File: src/rtl/clock_set_ctrl_if.sv
// Key/tick inputs and display outputs of the time-set controller.
// The master side drives the keys and ticks; the slave side is the controller.
interface clock_set_ctrl_if;
  logic       tick_1hz;
  logic       blink_tick;
  logic       key_mode;
  logic       key_inc;
  logic [3:0] bcd0;
  logic [3:0] bcd1;
  logic [3:0] bcd2;
  logic [3:0] bcd3;
  logic [3:0] bcd4;
  logic [3:0] bcd5;
  logic [1:0] mode;
  logic       day_pulse;

  modport master (
    output tick_1hz, blink_tick, key_mode, key_inc,
    input  bcd0, bcd1, bcd2, bcd3, bcd4, bcd5, mode, day_pulse
  );

  modport slave (
    input  tick_1hz, blink_tick, key_mode, key_inc,
    output bcd0, bcd1, bcd2, bcd3, bcd4, bcd5, mode, day_pulse
  );
endinterface

File: src/rtl/clock_set_ctrl.sv
// Timekeeping and two-key time-set controller: BCD hh:mm:ss registers advanced
// on a 1 Hz tick, set via mode/inc keys, selected field blinked while editing.
module clock_set_ctrl #(
  parameter logic [3:0] BLANK_CODE = 4'hF
) (
  input logic             clk,
  input logic             cr,
  clock_set_ctrl_if.slave io
);

  typedef enum logic [1:0] {
    RUN   = 2'd0,
    SET_H = 2'd1,
    SET_M = 2'd2,
    SET_S = 2'd3
  } state_t;

  state_t     state;
  state_t     next_state;
  logic [3:0] sec_u, sec_t, min_u, min_t, hr_u, hr_t;
  logic       blink_phase;
  logic       day_pulse_q;
  logic       key_mode_q;
  logic       key_inc_q;

  logic mode_press;
  logic inc_press;
  logic sec_wrap;
  logic min_wrap;
  logic hr_wrap;
  logic blank_h, blank_m, blank_s;

  // A same-cycle mode press swallows the increment.
  assign mode_press = io.key_mode & ~key_mode_q;
  assign inc_press  = io.key_inc & ~key_inc_q & ~mode_press;

  assign sec_wrap = (sec_t == 4'd5) && (sec_u == 4'd9);
  assign min_wrap = (min_t == 4'd5) && (min_u == 4'd9);
  assign hr_wrap  = (hr_t  == 4'd2) && (hr_u  == 4'd3);

  always_comb begin
    next_state = RUN;
    unique case (state)
      RUN:     next_state = SET_H;
      SET_H:   next_state = SET_M;
      SET_M:   next_state = SET_S;
      SET_S:   next_state = RUN;
      default: next_state = RUN;
    endcase
  end

  always_ff @(posedge clk or posedge cr) begin
    if (cr) begin
      state       <= RUN;
      sec_u       <= '0;
      sec_t       <= '0;
      min_u       <= '0;
      min_t       <= '0;
      hr_u        <= '0;
      hr_t        <= '0;
      blink_phase <= 1'b0;
      day_pulse_q <= 1'b0;
      key_mode_q  <= 1'b1;
      key_inc_q   <= 1'b1;
    end else begin
      key_mode_q  <= io.key_mode;
      key_inc_q   <= io.key_inc;
      day_pulse_q <= 1'b0;

      if (mode_press || inc_press)
        blink_phase <= 1'b0;
      else if (io.blink_tick)
        blink_phase <= ~blink_phase;

      if (mode_press)
        state <= next_state;

      // Dispatch on the current state, so a tick on the press leaving SET_S is dropped.
      unique case (state)
        RUN: begin
          if (io.tick_1hz) begin
            if (sec_wrap) begin
              sec_u <= '0;
              sec_t <= '0;
              if (min_wrap) begin
                min_u <= '0;
                min_t <= '0;
                if (hr_wrap) begin
                  hr_u        <= '0;
                  hr_t        <= '0;
                  day_pulse_q <= 1'b1;
                end else if (hr_u == 4'd9) begin
                  hr_u <= '0;
                  hr_t <= hr_t + 4'd1;
                end else begin
                  hr_u <= hr_u + 4'd1;
                end
              end else if (min_u == 4'd9) begin
                min_u <= '0;
                min_t <= min_t + 4'd1;
              end else begin
                min_u <= min_u + 4'd1;
              end
            end else if (sec_u == 4'd9) begin
              sec_u <= '0;
              sec_t <= sec_t + 4'd1;
            end else begin
              sec_u <= sec_u + 4'd1;
            end
          end
        end
        SET_H: begin
          if (inc_press) begin
            if (hr_wrap) begin
              hr_u <= '0;
              hr_t <= '0;
            end else if (hr_u == 4'd9) begin
              hr_u <= '0;
              hr_t <= hr_t + 4'd1;
            end else begin
              hr_u <= hr_u + 4'd1;
            end
          end
        end
        SET_M: begin
          if (inc_press) begin
            if (min_wrap) begin
              min_u <= '0;
              min_t <= '0;
            end else if (min_u == 4'd9) begin
              min_u <= '0;
              min_t <= min_t + 4'd1;
            end else begin
              min_u <= min_u + 4'd1;
            end
          end
        end
        SET_S: begin
          if (inc_press) begin
            sec_u <= '0;
            sec_t <= '0;
          end
        end
        default: ;
      endcase
    end
  end

  assign blank_h = blink_phase && (state == SET_H);
  assign blank_m = blink_phase && (state == SET_M);
  assign blank_s = blink_phase && (state == SET_S);

  always_comb begin
    io.bcd0 = blank_s ? BLANK_CODE : sec_u;
    io.bcd1 = blank_s ? BLANK_CODE : sec_t;
    io.bcd2 = blank_m ? BLANK_CODE : min_u;
    io.bcd3 = blank_m ? BLANK_CODE : min_t;
    io.bcd4 = blank_h ? BLANK_CODE : hr_u;
    io.bcd5 = blank_h ? BLANK_CODE : hr_t;
  end

  assign io.mode      = state;
  assign io.day_pulse = day_pulse_q;

endmodule

File: src/flat_wrapper.sv
// flat-port wrapper written by rule: the top's interface ports become plain ports
module clock_set_ctrl_flat 
#(
  parameter logic [3:0] BLANK_CODE = 4'hF
)
  (clk, cr, io_tick_1hz, io_blink_tick, io_key_mode, io_key_inc, io_bcd0, io_bcd1, io_bcd2, io_bcd3, io_bcd4, io_bcd5, io_mode, io_day_pulse);
  clock_set_ctrl_if io_i ();
  input logic clk;
  input logic cr;
  input wire logic [$bits(io_i.tick_1hz)-1:0] io_tick_1hz;
  input wire logic [$bits(io_i.blink_tick)-1:0] io_blink_tick;
  input wire logic [$bits(io_i.key_mode)-1:0] io_key_mode;
  input wire logic [$bits(io_i.key_inc)-1:0] io_key_inc;
  output wire logic [$bits(io_i.bcd0)-1:0] io_bcd0;
  output wire logic [$bits(io_i.bcd1)-1:0] io_bcd1;
  output wire logic [$bits(io_i.bcd2)-1:0] io_bcd2;
  output wire logic [$bits(io_i.bcd3)-1:0] io_bcd3;
  output wire logic [$bits(io_i.bcd4)-1:0] io_bcd4;
  output wire logic [$bits(io_i.bcd5)-1:0] io_bcd5;
  output wire logic [$bits(io_i.mode)-1:0] io_mode;
  output wire logic [$bits(io_i.day_pulse)-1:0] io_day_pulse;
  assign io_i.tick_1hz = io_tick_1hz;
  assign io_i.blink_tick = io_blink_tick;
  assign io_i.key_mode = io_key_mode;
  assign io_i.key_inc = io_key_inc;
  assign io_bcd0 = io_i.bcd0;
  assign io_bcd1 = io_i.bcd1;
  assign io_bcd2 = io_i.bcd2;
  assign io_bcd3 = io_i.bcd3;
  assign io_bcd4 = io_i.bcd4;
  assign io_bcd5 = io_i.bcd5;
  assign io_mode = io_i.mode;
  assign io_day_pulse = io_i.day_pulse;
  clock_set_ctrl #(.BLANK_CODE(BLANK_CODE)) u_core (.clk(clk), .cr(cr), .io(io_i));
endmodule
File: config.mk
export PLATFORM = sky130hd
export DESIGN_NAME = clock_set_ctrl_flat
export DESIGN_NICKNAME = d
export VERILOG_FILES = /design/src/rtl/clock_set_ctrl_if.sv /design/src/rtl/clock_set_ctrl.sv /design/src/flat_wrapper.sv
export SDC_FILE = /design/constraint.sdc
export NUM_CORES = 1
export LEC_CHECK = 0
export ABC_AREA = 1
export BUFFER_PORTS_ARGS = -buffer_cell sky130_fd_sc_hd__buf_4
export CAP_MARGIN = 20
export CORE_ASPECT_RATIO = 0.5
export CORE_UTILIZATION = 33
export CTS_CLUSTER_SIZE = 10
export DETAILED_ROUTE_END_ITERATION = 7
export SLEW_MARGIN = 15
export SYNTH_ARGS = -nofsm -noshare
export SYNTH_HDL_FRONTEND = slang
export SYNTH_SLANG_ARGS = --single-unit
File: constraint.sdc
create_clock -name clk -period 2.6 [get_ports clk]
set_input_delay 0.13 -clock clk [delete_from_list [all_inputs] [get_ports clk]]
set_output_delay 0.13 -clock clk [all_outputs]
set_load 0.005 [all_outputs]
## Word-level counts from Yosys, hierarchy flattened

Index checks and enable logic that the tools add are counted.

| word-level totals | value |
|---|---|
| flip-flop bits (word level) | 30 |
| word-level logic and storage cells | 106 |

| cells by class | value |
|---|---|
| add/sub/neg operators | 6 |
| equality and inequality tests | 17 |
| multiplexer cells | 49 |
| bitwise logic cells | 7 |
| reduce and logical (&&, ||, !) cells | 16 |

Operators by type and width:

| kind | count |
|---|---|
| $mux 4 | 35 |
| $pmux 4 s2 | 6 |
| $add 4x1->4 const B | 6 |
| $eq 4x4->1 const B | 3 |
| $ne 2x1->1 const B | 5 |
| $eq 4x2->1 const B | 2 |
| $eq 4x3->1 const B | 2 |
| $pmux 2 s4 | 1 |
| $reduce_and 4->1 | 2 |
| $reduce_bool 2->1 | 4 |
| $mux 1 | 7 |
| $logic_and 1x1->1 | 6 |
| $reduce_and 5->1 | 1 |
| $eq 2x2->1 const B | 2 |
| $not 1->1 | 4 |
| $and 1x1->1 | 3 |
| $ne 3x1->1 const B | 1 |
| $reduce_and 3->1 | 1 |
| $eq 2x1->1 const B | 1 |
| $logic_not 2->1 | 1 |
| $ne 2x2->1 const B | 1 |
| $logic_or 1x1->1 | 1 |

## Longest topological paths before layout

Gate-level depths: netlist (run 1).

| depth | value |
|---|---|
| word-level depth | 7 |
| depth in mapped cells | 11 |
| mapped depth without buffers | 11 |

## Worst setup path after synthesis (run 1)

No wires, ideal clock.

| timing path | value |
|---|---|
| kind | register to register |
| start | register u_core.state[0], in the netlist u_core.io.mode[0] |
| end | register u_core.min_t[3] |
| library setup time | 0.117 ns |
| arrival | 1.431 ns |
| path slack | 1.051 ns |
| cell stages (with the launch flop) | 11 |
| path buffers | 0 |
| period minus slack after synthesis | 1.549 ns |
| cell sequence | dfrtp_1 -> inv_1 -> ha_1 -> inv_2 -> nor2_4 -> nor2_1 -> nand2_1 -> nor2_2 -> nand2_1 -> nand2_1 -> nand2_1 |

| between the ends | value |
|---|---|
| cells in the longest elaborated chain, start to end | 3 |
| elaborated cells between the ends (all ways) | 8 |
| those cells by class | eq/ne (4); mux (1); reduce/logical (3) |

Ends and longest elaborated chain:

| element | line | text |
|---|---|---|
| start, declared | clock_set_ctrl.sv:18 | `state_t state;` |
| start signal, assigned | clock_set_ctrl.sv:76 | `state <= next_state;` |
| $eq 2x2->1 / $logic_not 2->1 (equally long branches) | clock_set_ctrl.sv:79 | `unique case (state)` |
| $ne 2x1->1 (no source line), or another cell as far along | n/a |  |
| $reduce_and 4->1 (no source line) | n/a |  |
| end signal, assigned | clock_set_ctrl.sv:100 | `min_t <= min_t + 4'd1;` |
| end signal, assigned | clock_set_ctrl.sv:132 | `min_t <= min_t + 4'd1;` |
| end, declared | clock_set_ctrl.sv:20 | `logic [3:0] sec_u, sec_t, min_u, min_t, hr_u, hr_t;` |

Parallel ways exist; a longest one is shown, timed or not.
A chain may end at the register's enable or synchronous reset.

## Final worst setup path (run 1)

Ends and elaborated chain as after synthesis.

==> results of run 1 <==
worst max-delay path, delay by kind of cell, from the launching register on:
kind | cells | cell delay (ns)
adder cells (fa/ha/maj) | 1 | 0.31
AND/OR/NAND/NOR | 7 | 0.95
buffers and inverters | 2 | 0.23
flip-flops | 1 | 0.40
through the flow:
step / hold WS [ns] / setup WS [ns] / instance area, um^2 / util [%] / cells
finish: 0.119 / 0.613 / 2490 / 44.2 / 376
global route: 0.133 / 0.397 / 2490 / 44.2 / 376
CTS: 0.113 / 0.597 / 2490 / 44.2 / 376
detailed placement: 0.245 / 0.603 / 2310 / 41.0 / 365
global placement: 0.237 / 0.698 / 2310 / 41.0 / 365
floorplan: 0.134 / 1.05 / 1980 / - / 260
power groups by stage:
stage / Sequential [mW] / Combinational [mW] / Clock (mW)
after floorplan: 0.751 / 0.944 / 0
after global placement: 0.779 / 1.32 / 0
after detailed placement: 0.789 / 1.35 / 0
after CTS: 0.783 / 1.36 / 0.575
after global routing: 0.811 / 1.55 / 0.593
final: 0.785 / 1.35 / 0.563
kinds of logic after synthesis:
logic type / Yosys count
DFF: 30
adders and majority gates: 16
buffers and inverters: 44
and+or+nand+nor: 141
AOI/OAI and AO/OA: 20
xor gates and xnor gates: 9
worst paths after layout:
| path | endpoint | slack [ns] | depth (start not counted) |
|---|---|---|---|
| setup / recovery | u_core.min_t[3] | 0.61 | 10 |
| hold reg to reg | u_core.sec_t[3] | 0.49 | 2 |
| min in group asynchronous | u_core.sec_t[2] | 0.51 | 4 |
| max in group asynchronous | u_core.key_inc_q | 1.77 | 4 |
| setup reg to reg | u_core.min_t[3] | 0.61 | 10 |
| hold / removal | u_core.blink_phase | 0.12 | 3 |
cells in the mapped netlist (all sizes together), types with 2 or more instances:
library cell / count
a21oi: 2
dfrtp: 28
dfstp: 2
ha: 16
inv: 43
nand2: 87
nand3: 21
nand4: 8
nor2: 20
nor3: 2
o21ai: 17
xnor2: 2
xor2: 7
state kept, by name (all words and copies together), names as in the netlist:
signal               flops
u_core.sec_u             4
u_core.min_t             4
u_core.min_u             4
u_core.io.mode           2
u_core.key_mode_q        1
u_core.blink_phase       1
u_core.io.day_pulse      1
u_core.key_inc_q         1
u_core.hr_t              4
u_core.sec_t             4
u_core.hr_u              4
area by class of cell:
class / count / area, um^2
tap: 73 / 91.3
clock inverter: 1 / 5.00
timing repair buffer: 36 / 278
sequential: 30 / 753
clock buffer: 7 / 143
fill: 576 / 3150
multi-input combinational: 186 / 1060
inverter: 43 / 161
routing by layer:
metal	GRT usage [%]	vias up	part of all wire, %
li1	-	898	-
met1	17.8	797	49
met2	22.9	23	47
met3	4.00	2	3.5
met4	3.09	0	0.58
met5	0	-	0
==> metrics, run 1 <==
Slew @ Worst Pin=0.467 ns; multiplexer share of the synthesized area=0%; Pleak=1.42 nW; Crit. Startpoint=u_core.io.mode[0]; Tcrit/Tclk final=76.4%; Routed WL=4130 um; Seq pwr share=29.1%; Worst Setup Start Kind=flop; CTS sink count=30; TritonCTS clock tree=built; Worst path most repeated cell=nand2_1; achievable clock frequency=503 MHz; total gr overflow=0; Slew HR=68.8%; first-pass GRT wire length=7070 um; Final Power=2.70 mW; Worst R2R Start=u_core.io.mode[0]; Root Driver=clkbuf_16; initial antenna violation count=0; Initial DRC Count=41; clk slew on worst S/H paths=0.05 ns; run status=finished with violations; Compound-Gate Fraction of Synth Area=5.74%; xor/xnor share of the synthesized area=3.97%; sequential area share after synthesis=38.0%; row cnt=19; Pint=1.58 mW; Data arrival, critical path=2.14 ns; synthesis-to-layout area growth=25.5%; sw frac=41.3%; EDFF count, synth=0; combinational power share=50.0%; Clock Latency Late Sink=0.27 ns; main combinational cell family by area after synthesis=simple AND/OR/NAND/NOR gates; CTS resizes=0; Max-Cap Viols=0; ys flop type=dfrtp_1; YS warnings=0; crit end category=flop; unrepaired setup endpoints after global routing=false; total CTS buffers=5; layout cell share with drive strength beyond 1=21.5%; routability cong.=0.781; DIE WIDTH=112 um; clock period minus worst slack=1.99 ns; top cells by area, synth=dfrtp_1 35%, nand2_1 16%, ha_1 10%, inv_1 7.4%, nand3_1 4.5%; largest stage delay on the critical path=0.40 ns; Synth top area share=35.3%; failing checks=design-rule violations; PwrDens=1080 nW/um^2; DP Wirelength=3120 um; # diodes=0; worst min path class=in -> reg; CORE AREA=5630 um^2; endpoints failing hold=0; flops & latches, synth=30; Synth Area in Simple Gates=33.5%; final-report max-slew violation count=0; I/O Buffers=32; commonest non-fill, non-tap cell in the layout=nand2_1; detailed-route DRC error count=2; post-CTS setup buffers=0; via count=1720; # setup viols final=0; Vias/cell=4.57; cts hold-fix bufs=3; TritonRoute pass-1 iters=6; async set-or-reset flop fraction in the synthesized netlist=100%; crit-path cells=inv_1 -> ha_1 -> inv_2 -> nor2_4 -> nor2_1 -> nand2_1 -> nor2_2 -> nand2_1 -> nand2_1 -> nand2_1; CP max stage cell=dfrtp_1; clock skew=0.00438 ns; clock power share=20.9%; CP Class=reg -> reg; Synth area leader=dfrtp_1; Syn Std Cell Area=1980 um^2; all-layer global routing usage=13.8%; Clock Path Buffers=2; distinct cell type count after synthesis=28; Worst Path Required=2.75 ns; hold path startpoint=io_blink_tick; Detail Route Antenna Nets=0; number of global-route vias before repair=1598; Avg Synthesized Cell Area=7.63 um^2; Synth Area in Adders=10.1%; largest net degree at the start of global routing=31; H-Tree Depth=2; crit-path max FO=13; total net switching power=1.11 mW; IO Count=33; routed len/inst=11.0 um; Initial Util=35.2%; Worst VDD drop=360 uV; synthesized net count=282; final setup TNS=0 ns; die area=6340 um^2; die span in y=56.8 um; final net count=324; Synth Instances=260; commonest non-fill, non-tap cells in the layout=82 x nand2_1, 39 x inv_1, 33 x buf_4
Note: power is estimated with default switching activity, not from simulation.
==> inputs of run 2 (changes only) <==
clock period = 2.1 ns   (was 2.6 ns; I/O delays follow)
==> run 2 against run 1 <==
The flow still finishes with violations (design-rule violations); routed wire length up 1.8%; die area unchanged; register-to-register slack worse by 0.26 ns; utilization down 0.067 points; worst setup slack worse by 0.26 ns; flip-flop and latch count unchanged; worst hold slack worse by 0.021 ns; critical path depth unchanged; sequential power up 24%; count of clock-buffer cells in the layout up 1; non-clock buffer count up 1; sequential share of layout area about the same.
==> metrics, run 2 (synthesized netlist as in run 1, its figures left out) <==
final-report max-slew violation count=0 (unchanged); Routed WL=4200 um (+1.8%); achievable clock frequency=574 MHz (+14%); DP Wirelength=3130 um (+0.35%); crit-path max FO=10 (-3); Worst path most repeated cell=nand2_1; Initial Util=35.2% (unchanged); run status=finished with violations; Initial DRC Count=43 (+4.9%); first-pass GRT wire length=7420 um (+5.0%); worst hold slack=0.0979 ns (-0.0206 ns); routability cong.=0.804 (+2.9%); Slew HR=73.8% (+5.0 points); Worst R2R Start=u_core.io.mode[0]; unrepaired setup endpoints after global routing=false; post-CTS setup buffers=0 (unchanged); Root Driver=clkbuf_16; die area=6340 um^2 (unchanged); number of global-route vias before repair=1627 (+1.8%); CTS resizes=0 (unchanged); via count=1712 (-0.47%); commonest non-fill, non-tap cell in the layout=nand2_1; hold path startpoint=io_blink_tick; largest stage delay on the critical path=0.40 ns (about the same); Clock Latency Late Sink=0.27 ns (about the same); Worst Path Required=2.28 ns (-0.47 ns); commonest non-fill, non-tap cells in the layout=82 x nand2_1, 39 x inv_1, 34 x buf_4; Vias/cell=4.54 (-0.73%); die span in y=56.8 um (unchanged); setup ws final=0.357 ns (-0.257 ns); Tcrit/Tclk final=83.0% (+6.6 points); CP max stage cell=dfrtp_1; Slew @ Worst Pin=0.393 ns (-0.0741 ns); detailed-route DRC error count=1 (-1); Worst VDD drop=511 uV (+42%); final net count=325 (+0.31%); all-layer global routing usage=14.7% (+0.94 points); clock period minus worst slack=1.74 ns (-0.243 ns); total CTS buffers=5 (unchanged); Worst Setup Start Kind=flop; Detail Route Antenna Nets=0 (unchanged); RR Endpoint=u_core.min_u[3]; clock skew=0.00595 ns (+0.00157 ns); IO Count=33 (unchanged); worst hold path cell count=3 (unchanged); Clock Path Buffers=2 (unchanged); register area=753 um^2 (unchanged); endpoints failing hold=0 (unchanged); Data arrival, critical path=1.93 ns (-0.21 ns); TritonRoute pass-1 iters=8 (+2); r2r worst-path depth=10 (unchanged); # setup viols final=0 (unchanged); Pleak=1.42 nW (-0.25%); final setup TNS=0 ns (unchanged); crit end category=flop; row cnt=19 (unchanged); H-Tree Depth=2 (unchanged); reg2reg setup slack=0.36 ns (-0.26 ns); CP Class=reg -> reg; worst min path class=in -> reg; cts hold-fix bufs=3 (unchanged); synthesis-to-layout area growth=25.3%; initial antenna violation count=0 (unchanged); CTS sink count=30 (unchanged); I/O Buffers=32 (unchanged); clk slew on worst S/H paths=0.05 ns (about the same); PwrDens=1340 nW/um^2 (+24%); dpl ws=0.389 ns (-0.214 ns); largest net degree at the start of global routing=31 (unchanged); multi-input logic area=1060 um^2 (unchanged); fill count=559 (-3.0%); total gr overflow=0 (unchanged); # diodes=0 (unchanged); crit-path cells=inv_1 -> ha_1 -> inv_2 -> nor2_4 -> nor2_1 -> nand2_1 -> nor2_2 -> buf_4 -> nand2_1 -> o21ai_1; failing checks=design-rule violations; CORE AREA=5630 um^2 (unchanged); DIE WIDTH=112 um (unchanged); TritonCTS clock tree=built; Max-Cap Viols=0 (unchanged); WHS Endpoint=u_core.blink_phase; routed len/inst=11.1 um (+1.5%); Final Util=44.1% (-0.067 points); layout cell share with drive strength beyond 1=21.1% (-0.40 points)
-- run 2: changes by cell type in the layout (fill, tap and decap cells not counted), sizes merged --
cell,change
clkinv,-1
clkbuf,+1
buf,+1
-- run 2: worst max-delay path by stage --
stage / end / depth (start not counted) / from
floorplan: u_core.min_t[3] / 10 / u_core.io.mode[0]
global placement: u_core.min_u[0] / 10 / u_core.io.mode[0]
detailed placement: u_core.min_u[2] / 10 / u_core.io.mode[0]
CTS: u_core.min_u[2] / 10 / u_core.io.mode[1]
global route: u_core.min_u[2] / 10 / u_core.io.mode[1]
finish: u_core.min_u[3] / 10 / u_core.io.mode[0]
-- run 2: where the power goes --
group,internal (mW),switching (mW)
registers,0.762,0.210
logic,0.745,0.950
clock network,0.439,0.224
-- run 2: final cells by class --
class	instances	area share [%]
inverter	43	6.50
multi-input combinational	186	42.5
timing repair buffer	37	11.5
clock buffer	8	5.49
tap	73	3.68
sequential	30	30.3
-- run 2: worst max-delay path: cells and delay by family, from the launching register on --
family | cells | cell delay (ns)
fa+ha+maj | 1 | 0.31
compound gates | 1 | 0.09
flops | 1 | 0.40
simple gates | 5 | 0.43
buf+inv | 3 | 0.43
-- run 2: per-stage QoR --
step | area, um^2 | instances | power, mW
after CTS | 2480 | 377 | 3.37
after global routing | 2480 | 377 | 3.65
after floorplan | 1980 | 260 | 2.10
after global placement | 2320 | 366 | 2.62
final | 2480 | 377 | 3.33
after detailed placement | 2320 | 366 | 2.67
-- run 2: metal layers --
metal	share of wire [%]	GRT usage [%]	routed length [um]	vias to the layer above
li1	-	-	-	894
met1	50	18.9	2110	793
met2	46	24.7	1920	23
met3	3.2	3.46	134	2
met4	0.67	4.63	28	0
met5	0	0	0	-
==> inputs of run 3 (changes only) <==
ABC_AREA = 0   (was 1)
clock period = 1.6 ns   (was 2.1 ns; I/O delays follow)
==> run 3 against run 2 <==
The run ends with negative setup slack left; worst hold slack got worse by 0.022 ns; combinational power up 120%; register-to-register slack worse by 0.59 ns; die area is 3.8% lower; critical path type unchanged.
==> metrics, run 3 <==
failing checks=negative setup slack; total net switching power=2.26 mW (+63%); first-pass GRT wire length=7910 um (+6.5%); sequential area share after synthesis=39.5% (+1.5 points); all-layer global routing usage=16.7% (+1.9 points); register area=753 um^2 (unchanged); setup ws final=-0.230 ns (-0.587 ns); Syn Std Cell Area=1910 um^2 (-3.9%); distinct cell type count after synthesis=41 (+46%); row cnt=19 (unchanged); sw frac=37.3% (-4.3 points); async set-or-reset flop fraction in the synthesized netlist=100% (unchanged); combinational power share=62.7% (+12 points); Root Driver=clkbuf_16; die span in y=55.7 um (-1.9%); largest stage delay on the critical path=0.39 ns (about the same); Initial DRC Count=38 (-12%); Avg Synthesized Cell Area=9.58 um^2 (+26%); run status=finished with violations; flops & latches, synth=30 (unchanged); Pleak=1.58 nW (+11%); via count=1790 (+4.6%); ys flop type=dfrtp_1; CP max stage cell=dfrtp_1; # diodes=0 (unchanged); initial antenna violation count=0 (unchanged); Vias/cell=4.75 (+4.6%); synthesized net count=221 (-22%); total CTS buffers=5 (unchanged); top cells by area, synth=dfrtp_1 37%, ha_1 11%, nand2b_1 7.2%, nand2_1 4.7%, o21ai_0 3.9%; CTS sink count=30 (unchanged); Initial Util=34.6% (-0.65 points); clk slew on worst S/H paths=0.05 ns (about the same); commonest non-fill, non-tap cells in the layout=92 x buf_4, 28 x dfrtp_1, 22 x nand2b_1; fin cells=377 (unchanged); CP Class=reg -> reg; number of global-route vias before repair=1671 (+2.7%); unrepaired setup endpoints after global routing=true; Pint=3.80 mW (+95%); Final Power=6.06 mW (+82%); Clock Latency Late Sink=0.27 ns (about the same); Slew @ Worst Pin=0.403 ns (+0.0100 ns); DP Wirelength=3490 um (+11%); Routed WL=5020 um (+20%); endpoints failing hold=0 (unchanged); # setup viols final=19 (+19); routed len/inst=13.3 um (+20%); synthesis-to-layout area growth=61.9%; I/O Buffers=32 (unchanged); TritonCTS clock tree=built; clock skew=0.00389 ns (-0.00206 ns); Tcrit/Tclk final=114% (+31 points); fill count=470 (-16%); die area=6100 um^2 (-3.8%); Max-Cap Viols=0 (unchanged); largest net degree at the start of global routing=31 (unchanged); DIE WIDTH=109 um (-1.9%); clock period minus worst slack=1.83 ns (+0.0870 ns); crit end category=flop; final net count=325 (unchanged); YS warnings=0 (unchanged); PwrDens=1970 nW/um^2 (+47%); routability cong.=0.802 (-0.19%); Worst Path Required=1.81 ns (-0.47 ns); multi-input logic area=1290 um^2 (+22%); Synth Instances=199 (-23%); layout cell share with drive strength beyond 1=49.3% (+28 points); Slew HR=73.1% (-0.67 points); TritonRoute pass-1 iters=4 (-4); dpl cells=348 (-4.9%); cell with the most instances after synthesis=dfrtp_1; worst min path class=in -> reg; clock power share=15.6% (-4.3 points); total gr overflow=0 (unchanged); achievable clock frequency=546 MHz (-4.8%); Synth area leader=dfrtp_1; CORE AREA=5520 um^2 (-2.1%); Detail Route Antenna Nets=0 (unchanged); H-Tree Depth=2 (unchanged); Worst VDD drop=748 uV (+46%); Worst Setup Start Kind=flop; Seq pwr share=21.7% (-7.5 points); detailed-route DRC error count=0 (-1); final-report max-slew violation count=0 (unchanged); Data arrival, critical path=2.04 ns (+0.11 ns); commonest non-fill, non-tap cell in the layout=buf_4; crit-path max FO=4 (-6); EDFF count, synth=0 (unchanged); IO Count=33 (unchanged); crit-path cells=inv_2 -> ha_4 -> nand4b_4 -> o41ai_4 -> buf_4 -> buf_6 -> nand4_1 -> nor3_1 -> a21o_1; top cells by count, synth=28 x dfrtp_1, 24 x nand2_1, 22 x nand2b_1, 16 x ha_1, 15 x o21ai_0; Clock Path Buffers=2 (unchanged); Synth top area share=36.8% (+1.4 points)
[run 3: changes by cell type after synthesis, moves of 4 or more]
cell / before / now
nand4_1: 8 / 1
inv_1: 39 / 13
o21ai_1: 9 / 0
a21o_1: 0 / 6
nand2b_1: 0 / 22
xor2_1: 7 / 1
nor2_1: 14 / 8
nor2b_1: 0 / 6
o21ai_0: 6 / 15
nand3_1: 18 / 7
nand2_1: 82 / 24
inv_2: 4 / 0
o31ai_1: 1 / 8
[run 3: stage by stage]
stage	utilization (%)	TNS (ns)	worst slack [ns]	area [um^2]	hold slack, ns
after floorplan	-	-1.31	-0.176	1920	0.0845
after global placement	46.7	-2.26	-0.252	2580	0.196
after detailed placement	46.7	-2.89	-0.292	2580	0.199
after CTS	53.0	-2.77	-0.234	2920	0.0781
after global routing	55.9	-3.78	-0.301	3080	0.0822
final	55.9	-2.25	-0.230	3080	0.0755
[run 3: cells by family after synthesis]
kind of cell               after synthesis  synth area share (%)
adders and majority gates               16                  10.5
DFF                                     30                  39.5
AOI/OAI and AO/OA                       40                  15.5
and+or+nand+nor                         92                  27.9
buffers and inverters                   14                  2.82
muxes                                    5                  2.82
xor gates and xnor gates                 2                 0.919
[run 3: worst paths after layout]
path / from / to / slack [ns] / depth (start not counted)
max reg2reg: u_core.sec_u[1] / u_core.hr_t[2] / -0.23 / 9
max: u_core.sec_u[1] / u_core.hr_t[2] / -0.23 / 9
min in group asynchronous: cr / u_core.hr_t[0] / 0.44 / 4
min reg2reg: u_core.hr_u[1] / u_core.hr_u[1] / 0.55 / 2
min: io_blink_tick / u_core.blink_phase / 0.08 / 3
max in group asynchronous: cr / u_core.key_mode_q / 0.84 / 4
[run 3: cell type report]
class	instances	area share [%]
multi-input cells	155	41.8
repair buffers	98	24.5
flip-flops and latches	30	24.4
clock buffers	7	4.62
well taps	73	2.96
inverters	13	1.58
clock inverters	1	0.162
[run 3: metal layers]
| metal | vias up | share of wire, % | GRT usage (%) | wire [um] |
|---|---|---|---|---|
| li1 | 902 | - | - | - |
| met1 | 856 | 48 | 23.4 | 2430 |
| met2 | 28 | 48 | 26.1 | 2390 |
| met3 | 4 | 3.4 | 3.75 | 169 |
| met4 | 0 | 0.68 | 3.81 | 34 |
| met5 | - | 0 | 0 | 0 |
[run 3: power groups by stage]
stage	sequential (mW)	combinational, mW	clock (mW)
finish	1.32	3.80	0.946
global route	1.35	4.16	0.983
CTS	1.29	3.46	0.950
detailed placement	1.27	3.07	0
global placement	1.26	2.96	0
floorplan	1.33	1.51	0
[run 3: repair_timing]
item | 4_1_cts | 5_1_grt
endpoints found under the hold margin | 30 | 0
setup endpoints to repair | 39 | 46
pin swaps | 7 | 7
resized for setup | 25 | 25
setup buffers | 12 | 7
hold buffers | 3 | 0
[run 3: critical path: cells and delay by family (launching register included)]
family	cells	cell delay, ns
and+or+nand+nor	3	0.41
AOI/OAI and AO/OA	2	0.44
buffers and inverters	3	0.39
adders and majority gates	1	0.14
DFF	1	0.39
